**src/rtl/detector_pulsacion_pkg.sv**
```systemverilog
// Shared definitions for the button press classifier: FSM state encoding
// and the counter sizing helper.
package detector_pulsacion_pkg;

  // State encoding shared with the debouncer bench so both decode state alike.
  typedef enum logic [1:0] {
    REPOSO     = 2'd0,
    PRESIONADO = 2'd1,
    MANTENIDO  = 2'd2
  } estado_t;

  // Counter width: enough bits to hold max(largo, repeticion) - 1, never below 1.
  function automatic int unsigned cnt_width(input int unsigned largo,
                                            input int unsigned repeticion);
    int unsigned mayor;
    int unsigned ancho;
    mayor = (largo > repeticion) ? largo : repeticion;
    ancho = $clog2(mayor);
    if (ancho < 32'd1) begin
      ancho = 32'd1;
    end else begin
      ancho = ancho;
    end
    return ancho;
  endfunction

endpackage

```
**src/rtl/detector_pulsacion.sv**
```systemverilog
// Turns a debounced button level into one-cycle strobes: short press on
// release before the long threshold, long press when the threshold is reached
// while held, and auto-repeat ticks while the long press continues.
module detector_pulsacion
  import detector_pulsacion_pkg::*;
#(
  parameter int unsigned LARGO      = 32'd50000000,
  parameter int unsigned REPETICION = 32'd10000000,
  parameter bit          REP_EN     = 1'b1
) (
  input  logic clk,
  input  logic rst,
  input  logic btn,
  output logic presionado,
  output logic pulso_corto,
  output logic pulso_largo,
  output logic pulso_rep
);

  localparam int unsigned   CW        = cnt_width(LARGO, REPETICION);
  localparam logic [CW-1:0] LARGO_FIN = CW'(LARGO - 32'd1);
  localparam logic [CW-1:0] REP_FIN   = CW'(REPETICION - 32'd1);
  localparam logic [CW-1:0] CNT_CERO  = CW'(32'd0);
  localparam logic [CW-1:0] CNT_UNO   = CW'(32'd1);

  estado_t       estado_r;
  logic [CW-1:0] cnt_r;

  // Classification FSM and hold counter; strobes default low every cycle and
  // a release always wins over a threshold hit in the same cycle.
  always_ff @(posedge clk or posedge rst) begin
    if (rst) begin
      estado_r    <= REPOSO;
      cnt_r       <= CNT_CERO;
      presionado  <= 1'b0;
      pulso_corto <= 1'b0;
      pulso_largo <= 1'b0;
      pulso_rep   <= 1'b0;
    end else begin
      pulso_corto <= 1'b0;
      pulso_largo <= 1'b0;
      pulso_rep   <= 1'b0;
      case (estado_r)
        REPOSO: begin
          if (btn) begin
            estado_r   <= PRESIONADO;
            cnt_r      <= CNT_CERO;
            presionado <= 1'b1;
          end else begin
            estado_r   <= REPOSO;
            presionado <= 1'b0;
          end
        end
        PRESIONADO: begin
          if (!btn) begin
            estado_r    <= REPOSO;
            cnt_r       <= CNT_CERO;
            presionado  <= 1'b0;
            pulso_corto <= 1'b1;
          end else if (cnt_r == LARGO_FIN) begin
            estado_r    <= MANTENIDO;
            cnt_r       <= CNT_CERO;
            presionado  <= 1'b1;
            pulso_largo <= 1'b1;
          end else begin
            estado_r   <= PRESIONADO;
            cnt_r      <= cnt_r + CNT_UNO;
            presionado <= 1'b1;
          end
        end
        MANTENIDO: begin
          if (!btn) begin
            // No strobe on release after a long press.
            estado_r   <= REPOSO;
            cnt_r      <= CNT_CERO;
            presionado <= 1'b0;
          end else if (cnt_r == REP_FIN) begin
            // Reload keeps the counter bounded even with repeat disabled.
            estado_r   <= MANTENIDO;
            cnt_r      <= CNT_CERO;
            presionado <= 1'b1;
            pulso_rep  <= REP_EN;
          end else begin
            estado_r   <= MANTENIDO;
            cnt_r      <= cnt_r + CNT_UNO;
            presionado <= 1'b1;
          end
        end
        default: begin
          // Unreachable encoding: recover to idle with outputs cleared.
          estado_r   <= REPOSO;
          cnt_r      <= CNT_CERO;
          presionado <= 1'b0;
        end
      endcase
    end
  end

endmodule
```
**config.mk**
```make
export PLATFORM = sky130hd
export DESIGN_NAME = detector_pulsacion
export DESIGN_NICKNAME = d
export VERILOG_FILES = /design/src/rtl/detector_pulsacion_pkg.sv /design/src/rtl/detector_pulsacion.sv
export SDC_FILE = /design/constraint.sdc
export NUM_CORES = 1
export LEC_CHECK = 0
export CAP_MARGIN = 20
export CORE_UTILIZATION = 45
export CTS_CLUSTER_DIAMETER = 80
export DETAILED_ROUTE_END_ITERATION = 8
export SETUP_SLACK_MARGIN = 0.05
export SLEW_MARGIN = 25
export SYNTH_ARGS = -nofsm -noshare
export SYNTH_HDL_FRONTEND = slang
export SYNTH_SLANG_ARGS = --single-unit
```
**constraint.sdc**
```tcl
create_clock -name clk -period 2.15 [get_ports clk]
set_clock_uncertainty 0.1 [all_clocks]
set_input_delay 0.215 -clock clk [delete_from_list [all_inputs] [get_ports clk]]
set_output_delay 0.215 -clock clk [all_outputs]
set_load 0.01 [all_outputs]
```
==> reports/results.ini <==
[worst_setup_path]
crit_arrival_ps=2280
end_kind=flop
cp_max_fo=7
crit_required_ps=2220
critPathLaunch=cnt_r[11]$_DFFE_PP0P_
critPathKind=reg -> reg
r2r-start=cnt_r[11]$_DFFE_PP0P_
startpoint_type=flop

[detailed_routing]
wirelength_mm=5.19
vias=1912
post_drt_wl_per_cell_microns=15.8
drc=0
first_pass_iters=4
first_iter_violations=196
ant_nets=0
vias_per_cell=5.83

[final_layout]
layout-drive-gt1-share_pct=24.3
stdcell_count=328
diodes=0
finish.utilization_pct=59.7
fill_cells=383
syn2layout_area_growth_pct=27.0
nNetsFinal=283

[outcome]
status=finished with violations
violations=negative setup slack

[floorplan]
num_rows=24
ios=7
die_w_microns=69.7
dieArea_sq_um=4850
die_h_microns=69.7
start_util_pct=47.0
core_sq_um=4380

[synth]
synth_compound_area_share_pct=21.6
synth_xor_xnor_area_share_pct=0.425
synth.area.mux_share_pct=0
ys_types=36
synthFlopType=dfrtp_1
ys_warn_count=0
yosysMostFrequentCell=nand2_1
synthTopCellsByCount=54 x nand2_1, 32 x dfrtp_1, 17 x o221ai_1
synth_area_per_cell_sq_um=8.59
synth_top_family_by_area=simple AND/OR/NAND/NOR gates
synth_edf_count=0
yosys-top-cells-area=dfrtp_1 39%, nand2_1 9.8%, o221ai_1 7.2%
netlist_instances=240
synth_adder_area_share_pct=3.04
syn-cell-area_sq_um=2060
synth_async_sr_flop_share_pct=100
yosysSeqAreaShare_pct=38.9
yosys.area_share.simple_pct=31.0
synth-seq-cells=32
synth_top_area_cell=dfrtp_1
synth_top_area_share_pct=38.9
mappedNetlistNets=248

[clocking]
clockBufferDepth=2
cts_tree=done
root_buffer=clkbuf_8
clk_pin_slew_ps=80
cts_buffers=5
cts_hold_buffers=0
cts.htree.levels=2
cts_sinks=32
clock_insertion_delay_worst_skew_ps=290

[place]
io_buffers=6
hpwl_mm=3.64
dp_slack_ps=-78.1
placed_cells=318
gp_congestion=0.831

[power]
irDropWorstVdd_uv=356
total_power_mw=1.18
p_leak_nw=1.09
pwr-share-clk_pct=39.6
powerDensity_nw_per_um2=449
internal_power_mw=0.866
power_switching_mw=0.310
pwr-share-seq_pct=51.9
combPwrFrac_pct=8.5
swShare_pct=26.3

[timing]
rsz0062_at_grt=true
period_needed_ps=2220
fin_ws_ps=-66.3
slew_violations=0
hold_violations=0
max-slew-margin-rel_pct=68.1
tightest_slew_ps=474
period_share_pct=103
max_clock_freq_mhz=451
tns_ps=-576
setup_viol=18

[global_routing]
grt_overflow=0
grt_start_max_net_pins=33
grt_antenna_before_repair=0
grt.total_usage_pct=24.0
grt_first_pass_wirelength_mm=9.18
grt_pass1_vias=1863

[flow_run]
maxCapViolCount=0

[worst_hold_path]
hold_path.class=in -> async

[final cells by class]
type	instances	area, sq um	area share, %
flip-flops and latches	32	801	30.6
inverters	9	33.8	1.29
clock buffers	5	68.8	2.63
well taps	52	65.1	2.49
clock inverters	3	18.8	0.717
multi-input cells	185	1260	48.3
repair buffers	42	365	14.0
[cell usage in the layout (no fill, tap or decap), types with 2 or more instances in the layout]
master | Yosys | routed
o211ai_1 | 11 | 11
nor4_1 | 8 | 7
and4_1 | 3 | 3
nor2b_1 | 5 | 4
o21ai_2 | 1 | 2
a22oi_1 | 2 | 2
clkinv_2 | 0 | 2
buf_4 | 0 | 29
inv_1 | 9 | 9
clkdlybuf4s50_1 | 0 | 6
o221ai_2 | 0 | 13
nor3_1 | 8 | 8
clkbuf_8 | 0 | 5
o221ai_1 | 17 | 4
and2_1 | 7 | 7
nor2_1 | 12 | 12
nand2_1 | 54 | 54
o31a_1 | 6 | 6
ha_1 | 5 | 5
nand3_1 | 10 | 10
and3_1 | 3 | 3
or4_1 | 3 | 3
buf_6 | 2 | 6
nand4_1 | 7 | 7
dfrtp_1 | 32 | 32
o21a_1 | 7 | 7
[per-layer routing]
metal | up-vias | wire, microns | global-route usage [%]
li1 | 958 | - | -
met1 | 921 | 2570 | 35.3
met2 | 31 | 2380 | 35.5
met3 | 2 | 212 | 5.09
met4 | 0 | 27 | 7.11
met5 | - | 0 | 0
[cells by family after synthesis]
family | Yosys count
AO/OA/AOI/OAI | 53
adder cells (fa/ha/maj) | 5
flip-flops | 32
buffers and inverters | 23
XOR/XNOR | 1
AND/OR/NAND/NOR | 126
[path summary, 6_finish.rpt]
path	end	slack [ps]	cells past startpoint
max reg2reg	cnt_r[14]$_DFFE_PP0P_	-70	7
min reg2reg	cnt_r[0]$_DFFE_PP0P_	420	1
min in group clk	cnt_r[0]$_DFFE_PP0P_	420	1
max	cnt_r[14]$_DFFE_PP0P_	-70	7
max in group asynchronous	cnt_r[5]$_DFFE_PP0P_	1420	3
min	cnt_r[13]$_DFFE_PP0P_	220	3
[flip-flops by register name, summed over array words and instances (netlist names)]
| signal | flops |
|---|---|
| cnt_r | 26 |
| estado_r | 2 |
| presionado | 1 |
| pulso_corto | 1 |
| pulso_largo | 1 |
| pulso_rep | 1 |
[repair_timing]
| action | in CTS | in global routing |
|---|---|---|
| cloned | 0 | 0 |
| hold endpoints to repair | 0 | 0 |
| setup endpoints to repair | 26 | 27 |
| resized for setup | 9 | 11 |
| pin swaps | 3 | 3 |
| setup buffers | 2 | 0 |
[critical path, stage by stage, from the launching register on]
cell and delay [ps]:
dfrtp_1 390, or4_4 560, nor4_4 220, buf_4 180
a41oi_4 170, buf_6 210, o211ai_1 170, o211ai_1 110
[power groups by stage]
stage	registers, mW	logic (mW)	clock network [mW]
final	0.610	0.100	0.466
after global routing	0.611	0.110	0.507
after CTS	0.610	0.0988	0.479
after detailed placement	0.621	0.0942	0
after global placement	0.621	0.0938	0
after floorplan	0.622	0.0521	0
[through the flow]
| step | area (sq um) | hold WS, ps |
|---|---|---|
| after floorplan | 2100 | 181 |
| after global placement | 2430 | 430 |
| after detailed placement | 2430 | 435 |
| after CTS | 2580 | 223 |
| after global routing | 2620 | 245 |
| final | 2620 | 215 |
No activity file was read; power rests on OpenSTA's default activity.
